### config.mk
export PLATFORM = sky130hd
export DESIGN_NAME = row_stepper
export DESIGN_NICKNAME = d
export VERILOG_FILES = /design/src/rtl/row_stepper_pkg.sv /design/src/rtl/row_stepper_seq_divider.sv /design/src/rtl/row_stepper.sv
export SDC_FILE = /design/constraint.sdc
export NUM_CORES = 1
export LEC_CHECK = 0
export ABC_AREA = 1
export CAP_MARGIN = 20
export CORE_MARGIN = 2
export CORE_UTILIZATION = 44
export CTS_BUF_LIST = sky130_fd_sc_hd__clkbuf_8 sky130_fd_sc_hd__clkbuf_16
export DETAILED_ROUTE_END_ITERATION = 8
export SYNTH_ARGS = -nofsm -noshare
export SYNTH_HDL_FRONTEND = slang
export SYNTH_SLANG_ARGS = --single-unit
### constraint.sdc
create_clock -name clk -period 4.7 [get_ports clk]
set_input_delay 1.175 -clock clk [delete_from_list [all_inputs] [get_ports clk]]
set_output_delay 1.175 -clock clk [all_outputs]
set_load 0.01 [all_outputs]
### src/rtl/row_stepper_pkg.sv
`default_nettype none
// ============================================================================
// Module   : row_stepper_pkg
// Purpose  : Shared state encoding and width/constant helpers for row_stepper.
// Revision : 1.0 - initial release
// ============================================================================
package row_stepper_pkg;

    typedef enum logic [2:0] {
        ST_IDLE  = 3'd0,
        ST_DIV   = 3'd1,
        ST_MUL   = 3'd2,
        ST_ARMED = 3'd3,
        ST_RUN   = 3'd4
    } state_t;

    localparam int c_TEXV_BITS      = 6;
    localparam int c_SIZE_W         = 11;
    localparam int c_MUL_STEPS      = 11;
    // Texture height of 32 pixels per unit of half-height, in fixed point
    localparam int c_DIVIDEND_BASE  = 32;

    function automatic int acc_width(input int frac);
        return frac + c_TEXV_BITS;
    endfunction

    function automatic int half_of(input int h_view);
        return h_view / 2;
    endfunction

endpackage
`default_nettype wire

### src/rtl/row_stepper_seq_divider.sv
`default_nettype none
// ============================================================================
// Module   : seq_divider
// Purpose  : Unsigned restoring divider, one quotient bit per cycle.
// Revision : 1.0 - initial release
// ============================================================================
module seq_divider #(
    parameter int W = 16
) (
    input  logic         clk,
    input  logic         reset_n,
    input  logic         i_start,
    input  logic [W-1:0] i_dividend,
    input  logic [W-1:0] i_divisor,
    output logic         o_done,
    output logic [W-1:0] o_quotient
);

    localparam int CW = $clog2(W);
    localparam logic [CW-1:0] c_LAST = CW'(W - 1);

    logic          r_busy;
    logic [CW-1:0] r_cnt;
    logic [W-1:0]  r_rem;
    logic [W-1:0]  r_dvd;
    logic [W-1:0]  r_dvs;
    logic [W-1:0]  r_quo;

    logic [W:0]    w_shift;
    logic [W:0]    w_diff;
    logic          w_ge;
    logic [W-1:0]  w_rem_next;
    logic [W-1:0]  w_quo_next;

    assign w_shift    = {r_rem, r_dvd[W-1]};
    assign w_ge       = (w_shift >= {1'b0, r_dvs});
    assign w_diff     = w_shift - {1'b0, r_dvs};
    // Remainder stays below the divisor, so the top bit is always zero here
    assign w_rem_next = w_ge ? w_diff[W-1:0] : w_shift[W-1:0];
    assign w_quo_next = {r_quo[W-2:0], w_ge};

    // Final quotient is presented combinationally during the last step
    assign o_done     = r_busy && (r_cnt == c_LAST);
    assign o_quotient = w_quo_next;

    always_ff @(posedge clk) begin
        if (!reset_n) begin
            r_busy <= 1'b0;
            r_cnt  <= '0;
            r_rem  <= '0;
            r_dvd  <= '0;
            r_dvs  <= '0;
            r_quo  <= '0;
        end else if (i_start) begin
            r_busy <= 1'b1;
            r_cnt  <= '0;
            r_rem  <= '0;
            r_dvd  <= i_dividend;
            r_dvs  <= i_divisor;
            r_quo  <= '0;
        end else if (r_busy) begin
            r_rem  <= w_rem_next;
            r_dvd  <= {r_dvd[W-2:0], 1'b0};
            r_quo  <= w_quo_next;
            r_cnt  <= r_cnt + CW'(1);
            if (r_cnt == c_LAST) begin
                r_busy <= 1'b0;
            end
        end
    end

endmodule
`default_nettype wire

### src/rtl/row_stepper.sv
`default_nettype none
// ============================================================================
// Module   : row_stepper
// Purpose  : Per-line row descriptor latch with hblank step/offset setup and
//            per-pixel texv stepping for the row renderer.
// Revision : 1.0 - initial release
// ============================================================================
module row_stepper
    import row_stepper_pkg::*;
#(
    parameter int H_VIEW = 640,
    parameter int FRAC   = 10
) (
    input  logic        clk,
    input  logic        reset_n,
    input  logic        in_valid,
    output logic        in_ready,
    input  logic [1:0]  in_wall,
    input  logic        in_side,
    input  logic [10:0] in_size,
    input  logic [5:0]  in_texu,
    input  logic [9:0]  hpos,
    input  logic        line_start,
    output logic [1:0]  wall,
    output logic        side,
    output logic [10:0] size,
    output logic [5:0]  texu,
    output logic [5:0]  texv,
    output logic        row_valid
);

    localparam int AW   = acc_width(FRAC);
    localparam int HALF = half_of(H_VIEW);

    localparam logic [AW-1:0]         c_DIVIDEND = AW'(c_DIVIDEND_BASE << FRAC);
    localparam logic [c_SIZE_W-1:0]   c_HALF_SZ  = c_SIZE_W'(HALF);
    localparam logic [c_SIZE_W+1:0]   c_HALF_POS = (c_SIZE_W + 2)'(HALF);
    localparam logic [9:0]            c_LAST_H   = 10'(H_VIEW - 1);
    localparam logic [3:0]            c_MUL_LAST = 4'(c_MUL_STEPS - 1);

    state_t              r_state;
    logic                r_in_ready;
    logic [1:0]          r_wall;
    logic                r_side;
    logic [10:0]         r_size;
    logic [5:0]          r_texu;
    logic [AW-1:0]       r_step;
    logic [AW-1:0]       r_mcand;
    logic [10:0]         r_mplier;
    logic [AW-1:0]       r_prod;
    logic [AW-1:0]       r_acc;
    logic [AW-1:0]       r_acc_start;
    logic [3:0]          r_cnt;

    logic                w_div_start;
    logic                w_div_done;
    logic [AW-1:0]       w_quo;
    logic [10:0]         w_excess;
    logic [AW-1:0]       w_prod_next;
    logic [c_SIZE_W+1:0] w_sum;
    logic                w_adv;
    logic                w_restart;
    logic [AW-1:0]       w_acc_base;
    logic [AW-1:0]       w_acc_next;
    logic                w_row_valid;

    seq_divider #(
        .W (AW)
    ) u_div (
        .clk        (clk),
        .reset_n    (reset_n),
        .i_start    (w_div_start),
        .i_dividend (c_DIVIDEND),
        .i_divisor  ({{(AW - c_SIZE_W){1'b0}}, in_size}),
        .o_done     (w_div_done),
        .o_quotient (w_quo)
    );

    // A zero-height wall never starts the divider; DIV falls straight through
    assign w_div_start = (r_state == ST_IDLE) && in_valid && (in_size != '0);
    assign w_excess    = (r_size > c_HALF_SZ) ? (r_size - c_HALF_SZ) : '0;
    assign w_prod_next = r_prod + (r_mplier[0] ? r_mcand : '0);

    assign w_sum       = {3'b000, hpos} + {2'b00, r_size};
    assign w_adv       = (w_sum >= c_HALF_POS);

    // A line_start while running restarts from the clipped offset in this cycle
    assign w_restart   = (r_state == ST_RUN) && line_start;
    assign w_acc_base  = w_restart ? r_acc_start : r_acc;
    assign w_acc_next  = w_acc_base + (w_adv ? r_step : '0);

    // hpos==0 must already be valid, so the ARMED->RUN cycle counts as visible
    assign w_row_valid = (r_state == ST_RUN) || ((r_state == ST_ARMED) && line_start);

    assign in_ready  = r_in_ready;
    assign wall      = r_wall;
    assign side      = r_side;
    assign size      = r_size;
    assign texu      = r_texu;
    assign row_valid = w_row_valid;
    assign texv      = w_row_valid ? w_acc_base[FRAC+5:FRAC] : '0;

    always_ff @(posedge clk) begin
        if (!reset_n) begin
            r_state     <= ST_IDLE;
            r_in_ready  <= 1'b1;
            r_wall      <= '0;
            r_side      <= 1'b0;
            r_size      <= '0;
            r_texu      <= '0;
            r_step      <= '0;
            r_mcand     <= '0;
            r_mplier    <= '0;
            r_prod      <= '0;
            r_acc       <= '0;
            r_acc_start <= '0;
            r_cnt       <= '0;
        end else begin
            case (r_state)
                ST_IDLE: begin
                    if (in_valid) begin
                        r_wall     <= in_wall;
                        r_side     <= in_side;
                        r_size     <= in_size;
                        r_texu     <= in_texu;
                        r_in_ready <= 1'b0;
                        r_state    <= ST_DIV;
                    end
                end
                ST_DIV: begin
                    if ((r_size == '0) || w_div_done) begin
                        r_step   <= (r_size == '0) ? '0 : w_quo;
                        r_mcand  <= (r_size == '0) ? '0 : w_quo;
                        r_mplier <= w_excess;
                        r_prod   <= '0;
                        r_cnt    <= '0;
                        r_state  <= ST_MUL;
                    end
                end
                ST_MUL: begin
                    r_prod   <= w_prod_next;
                    r_mcand  <= {r_mcand[AW-2:0], 1'b0};
                    r_mplier <= {1'b0, r_mplier[10:1]};
                    r_cnt    <= r_cnt + 4'd1;
                    if (r_cnt == c_MUL_LAST) begin
                        r_acc       <= w_prod_next;
                        r_acc_start <= w_prod_next;
                        r_state     <= ST_ARMED;
                    end
                end
                ST_ARMED: begin
                    if (line_start) begin
                        r_acc   <= w_acc_next;
                        r_state <= ST_RUN;
                    end
                end
                ST_RUN: begin
                    r_acc <= w_acc_next;
                    if (!line_start && (hpos == c_LAST_H)) begin
                        r_in_ready <= 1'b1;
                        r_state    <= ST_IDLE;
                    end
                end
                default: begin
                    r_in_ready <= 1'b1;
                    r_state    <= ST_IDLE;
                end
            endcase
        end
    end

endmodule
`default_nettype wire
# After elaboration in Yosys (flattened, before gate mapping)

Cells that the tools add are included.

Add/subtract/negate cells: 7
Order comparisons: 3
Equal/unequal tests: 12
Muxes and demuxes: 32
Bitwise logic cells: 2
Reductions and logical operators: 24

Operators with widths:

| cell                    | count |
|---|---|
| $mux W16                | 11 |
| $pmux W16 S2            | 2 |
| $pmux W16 S3            | 1 |
| $add A16 B16 Y16        | 2 |
| $mux W11                | 2 |
| $pmux W11 S2            | 1 |
| $ge A17 B11 Y1          | 1 |
| $sub A16 B11 Y16        | 1 |
| $mux W3                 | 5 |
| $pmux W3 S5             | 1 |
| $add A10 B11 Y12        | 1 |
| $ge A12 B9 Y1 const B   | 1 |
| $gt A11 B9 Y1 const B   | 1 |
| $logic_not A11 Y1       | 1 |
| $reduce_bool A11 Y1     | 1 |
| $sub A11 B9 Y11 const B | 1 |
| $eq A10 B10 Y1 const B  | 1 |
| $add A4 B1 Y4 const B   | 2 |
| $eq A4 B4 Y1 const B    | 2 |
| $ne A2 B2 Y1 const B    | 4 |
| $pmux W4 S2             | 1 |
| $reduce_and A2 Y1       | 4 |
| $eq A3 B2 Y1 const B    | 2 |
| $logic_and A1 B1 Y1     | 6 |
| 17 further kinds        | 25 |

Flip-flop bits (word level): 167
Input port bits: 34
Word-level logic and storage cells: 99

# Longest topological paths before layout

Depth in word-level cells: 6
Mapped depth: 31
Depth with buffers taken out: 30

# By module

A second synthesis with hierarchy kept.

Cells, all modules: 1628
Area total of the unflattened synthesis: 11119.4 um2

Modules (own cells, without submodules):

| module      | times used | cells each | area an instance (um2) | seq. area each (um2) |
|---|---|---|---|---|
| row_stepper | 1          | 1075       | 7342.0                 | 2382.3 |
| seq_divider | 1          | 553        | 3777.4                 | 1361.3 |

# Worst setup path after synthesis

Ideal clock, no wire load.

Path kind: in2reg
Start: input hpos[0]
End: register r_acc[14]
Setup time: 109 ps
Data arrival time: 4210 ps
Required time: 4591 ps
Setup slack: 381 ps
Stages: 29
Path buffers: 1
Cell sequence: ha_1 -> fa_1 -> inv_1 -> nor2_1 -> o21ai_0 -> nand3_1 -> nand2_1 -> nand2_1 -> nand3_1 -> inv_1 -> buf_2 -> nor2_1 -> ha_1 -> inv_1 -> fa_1 -> inv_1 -> nand3_1 -> nand2_1 -> nand4_1 -> nand3_1 -> nand2_1 -> inv_1 -> o21ai_0 -> nand2_1 -> nand2_1 -> nand3_1 -> nand3_1 -> nand2_1 -> inv_1

Cells in the longest elaborated chain, start to end: 6

RTL lines:

| item                 | RTL line           | RTL |
|---|---|---|
| start, declared      | row_stepper.sv:22  | `input logic [9:0] hpos,` |
| $add A10 B11 Y12 (*) | row_stepper.sv:84  | `assign w_sum = {3'b000, hpos} + {2'b00, r_size};` |
| $ge A12 B9 Y1 (*)    | row_stepper.sv:85  | `assign w_adv = (w_sum >= c_HALF_POS);` |
| $mux W16 (*)         | row_stepper.sv:90  | `assign w_acc_next = w_acc_base + (w_adv ? r_step : '0);` |
| $add A16 B16 Y16 (*) | row_stepper.sv:90  |  |
| $mux W16             | row_stepper.sv:152 | `if (line_start) begin` |
| $pmux W16 S3 (*)     | row_stepper.sv:119 | `case (r_state)` |
| end signal, assigned | row_stepper.sv:146 | `r_acc <= w_prod_next;` |
| end signal, assigned | row_stepper.sv:153 | `r_acc <= w_acc_next;` |
| end signal, assigned | row_stepper.sv:158 | `r_acc <= w_acc_next;` |
| end, declared        | row_stepper.sv:51  | `logic [AW-1:0] r_acc;` |

Mark *: on every way between the ends. The rest lies on a longest branch, timed or not. The select of a mux whose other input is x is not followed.
A chain may end at the register's enable or synchronous reset.

# Final worst setup path

Same ends and word-level chain as after synthesis.

==> impl_results.md <==
- R2r setup slk: 1.09 ns
- Worst min-delay path class: reg2reg
- Worst EP required: 5.04 ns
- Clk slew on worst S/H paths: 0.07 ns
- Initial drt markers: 400
- Nets: 1548
- Diodes inserted: 0
- Mapped cell area: 0.00957 mm^2
- FF/Latch Area: 0.00334 mm^2
- Ports: 62
- Final min period: 4.36 ns
- Critical path data arrival time: 4.69 ns
- Commonest non-fill, non-tap cell in the layout: nand2_1
- Period utilization: 92.7%
- Max transition margin: 51.2%
- TritonRoute pass-1 iters: 7
- CP max FO: 6
- VDD IR max: 0.616 mV
- Drt drc: 0
- Max-cap violations: 0
- Xor/xnor share of the synthesized area: 2.56%
- Die span in x: 151 um
- Layout Cells excl Fill: 1741
- Clock sink count: 167
- Initial antenna violation count: 0
- Sequential area share after synthesis: 34.9%
- Via count: 8896
- Max-slew violations: 0
- Hold WS: 0.464 ns
- Post-Place Cells: 1708
- Syn Area/Cell: 6.89 um^2
- Mux cell area share after synthesis: 0%
- Global route overflow: 0
- Routed Antenna Nets: 0
- Share of cells above drive strength 1: 7.84%
- Later-pin clock latency in the skew report: 0.44 ns
- CP most frequent cell: nand2_1
- Setup crit end kind: register
- Power Total: 5.32 mW
- Post-synth ARST share: 0%
- CTS Buffer Depth: 2
- Filler cells: 2167
- Worst Tran Pin Value: 0.731 ns
- Syn. warnings: 0
- Status: finished, final reports clean
- Gpl congestion: 0.928
- Critical path class: in2reg
- All-Layer GR Usage: 22.5%
- Fmax: 230 MHz
- First-pass GRT wire length: 41100 um
- Die Y: 151 um
- CTS buffer count: 17
- Final Hold Viols: 0
- Die area: 0.0229 mm^2
- Main combinational cell family by area after synthesis: simple AND/OR/NAND/NOR gates
- WL per Instance: 14.3 um
- Number of port buffers: 61
- Yosys reg bits: 167
- Post-synth EDFFs: 0
- Vias per inst: 5.11
- Vias in the first global route: 8215
- Largest net degree at the start of global routing: 101
- Final worst clock skew: 0.0125 ns
- Compound-gate portion of the synthesized area: 18.3%
- Syn nets: 1485
- Routed WL: 24900 um
- Lkg Pwr: 4.97 nW
- Syn-to-layout area delta: 16.7%
- Initial Utilization: 45.2%
- PwrDens: 476 mW/mm^2
- Simple-gate share of the synthesized area: 26.9%
- Hpwl dp: 18000 um
- CP max stage delay: 0.42 ns
- # setup viols final: 0
- Slowest CP cell: clkdlybuf4s50_1
- Critical Path Start Type: input pin
- Main synth FF type: dfxtp_1
- Netlist cell types: 56
- Hold buffers post-CTS: 0
- Core ar.: 0.0212 mm^2
- Commonest non-fill, non-tap cells in the layout: nand2_1, dfxtp_1, inv_1
- Adder-Cell Fraction of Synth Area: 8.29%
- H-tree levels: 4
- Cells after Synth: 1390
- Area occupied by multi-input gates: 0.00538 mm^2
- Row count: 53
- RSZ-0062 raised after global routing: true
- Setup TNS: 0 ns
- CTS tree: done
- Root Driver: clkbuf_16
-- final timing paths --
check             startpoint  depth (start not counted)              end
min reg2reg  u_div.r_quo[14]                          2  u_div.r_quo[14]
max                  hpos[0]                         30        r_acc[14]
max reg2reg          size[0]                         29        r_acc[14]
min          u_div.r_quo[14]                          2  u_div.r_quo[14]
-- power breakdown --
| group | switching (mW) | internal (mW) |
|---|---|---|
| clock | 0.672 | 0.713 |
| combinational | 1.39 | 0.804 |
| sequential | 0.145 | 1.60 |
-- state kept, by name, summed over array words and instances, names as in the netlist, 3 cells and up --
name and flops:
r_prod 16, r_cnt 4, size 11, r_acc_start 16, texu 6, r_mplier 11, r_acc 16, u_div.r_dvs 11
u_div.r_quo 15, r_step 16, r_state 3, r_mcand 16, u_div.r_rem 16, u_div.r_cnt 4
-- Yosys cell counts, types with 3 or more instances --
master | count | area share (%)
nand3b_1 | 5 | 0.39
nor3_1 | 12 | 0.63
or2_2 | 7 | 0.46
nor2_1 | 73 | 2.9
nor2_2 | 3 | 0.20
o21ai_0 | 73 | 3.8
o211ai_1 | 11 | 0.86
dfxtp_1 | 167 | 35
inv_1 | 151 | 5.9
a21oi_1 | 149 | 7.8
ha_1 | 57 | 7.5
o21bai_1 | 3 | 0.24
a31oi_1 | 33 | 2.2
o21ai_2 | 4 | 0.37
buf_2 | 12 | 0.63
xor2_1 | 22 | 2.0
a21o_1 | 7 | 0.55
a211oi_1 | 5 | 0.39
and2_1 | 5 | 0.33
nand3_1 | 68 | 3.6
inv_2 | 12 | 0.47
nand2_1 | 400 | 16
nor4_1 | 3 | 0.20
nand4_1 | 13 | 0.85
clkbuf_1 | 34 | 1.3
fa_1 | 4 | 0.84
nand2_2 | 4 | 0.26
xnor2_1 | 6 | 0.55
o22ai_1 | 3 | 0.20
o21ai_1 | 4 | 0.21
o31ai_1 | 6 | 0.47
buf_6 | 3 | 0.35
-- layout make-up --
class / instances / area share, %
tap: 275 / 3.08
multi-input combinational: 1006 / 48.2
sequential: 167 / 29.9
clock inverter: 15 / 1.47
inverter: 164 / 5.51
timing repair buffer: 97 / 8.00
clock buffer: 17 / 3.81
-- layer usage --
layer	wire length [um]	GRT usage (%)
met1	12900	32.6
met2	10900	35.4
met3	872	3.29
met4	257	5.42
met5	0	0
-- critical path: cells and delay by family --
kind | cells | cell delay, ns
buf+inv | 7 | 0.90
fa+ha+maj | 4 | 1.15
simple gates | 18 | 1.38
compound gates | 1 | 0.08
-- cells by family (layout without fill, tap and decap cells) --
kind of cell | Yosys count | count (layout)
adder cells (fa/ha/maj) | 61 | 61
flip-flops | 167 | 167
AND/OR/NAND/NOR | 606 | 606
AO/OA/AOI/OAI | 311 | 311
XOR/XNOR | 28 | 28
buffers and inverters | 217 | 293
-- through the flow --
step	worst slack, ns	util [%]	cell area [um^2]
floorplan	0.381	-	9570
global placement	-0.189	49.9	10600
detailed placement	-0.259	49.9	10600
CTS	0.201	52.7	11100
global route	-0.00128	52.8	11200
finish	0.343	52.8	11200
-- repair_timing --
action | CTS | global route
setup endpoints to repair | 0 | 8
gates resized for setup | 0 | 10
buffers inserted | 0 | 1
Power figures use the tool's default switching activity.
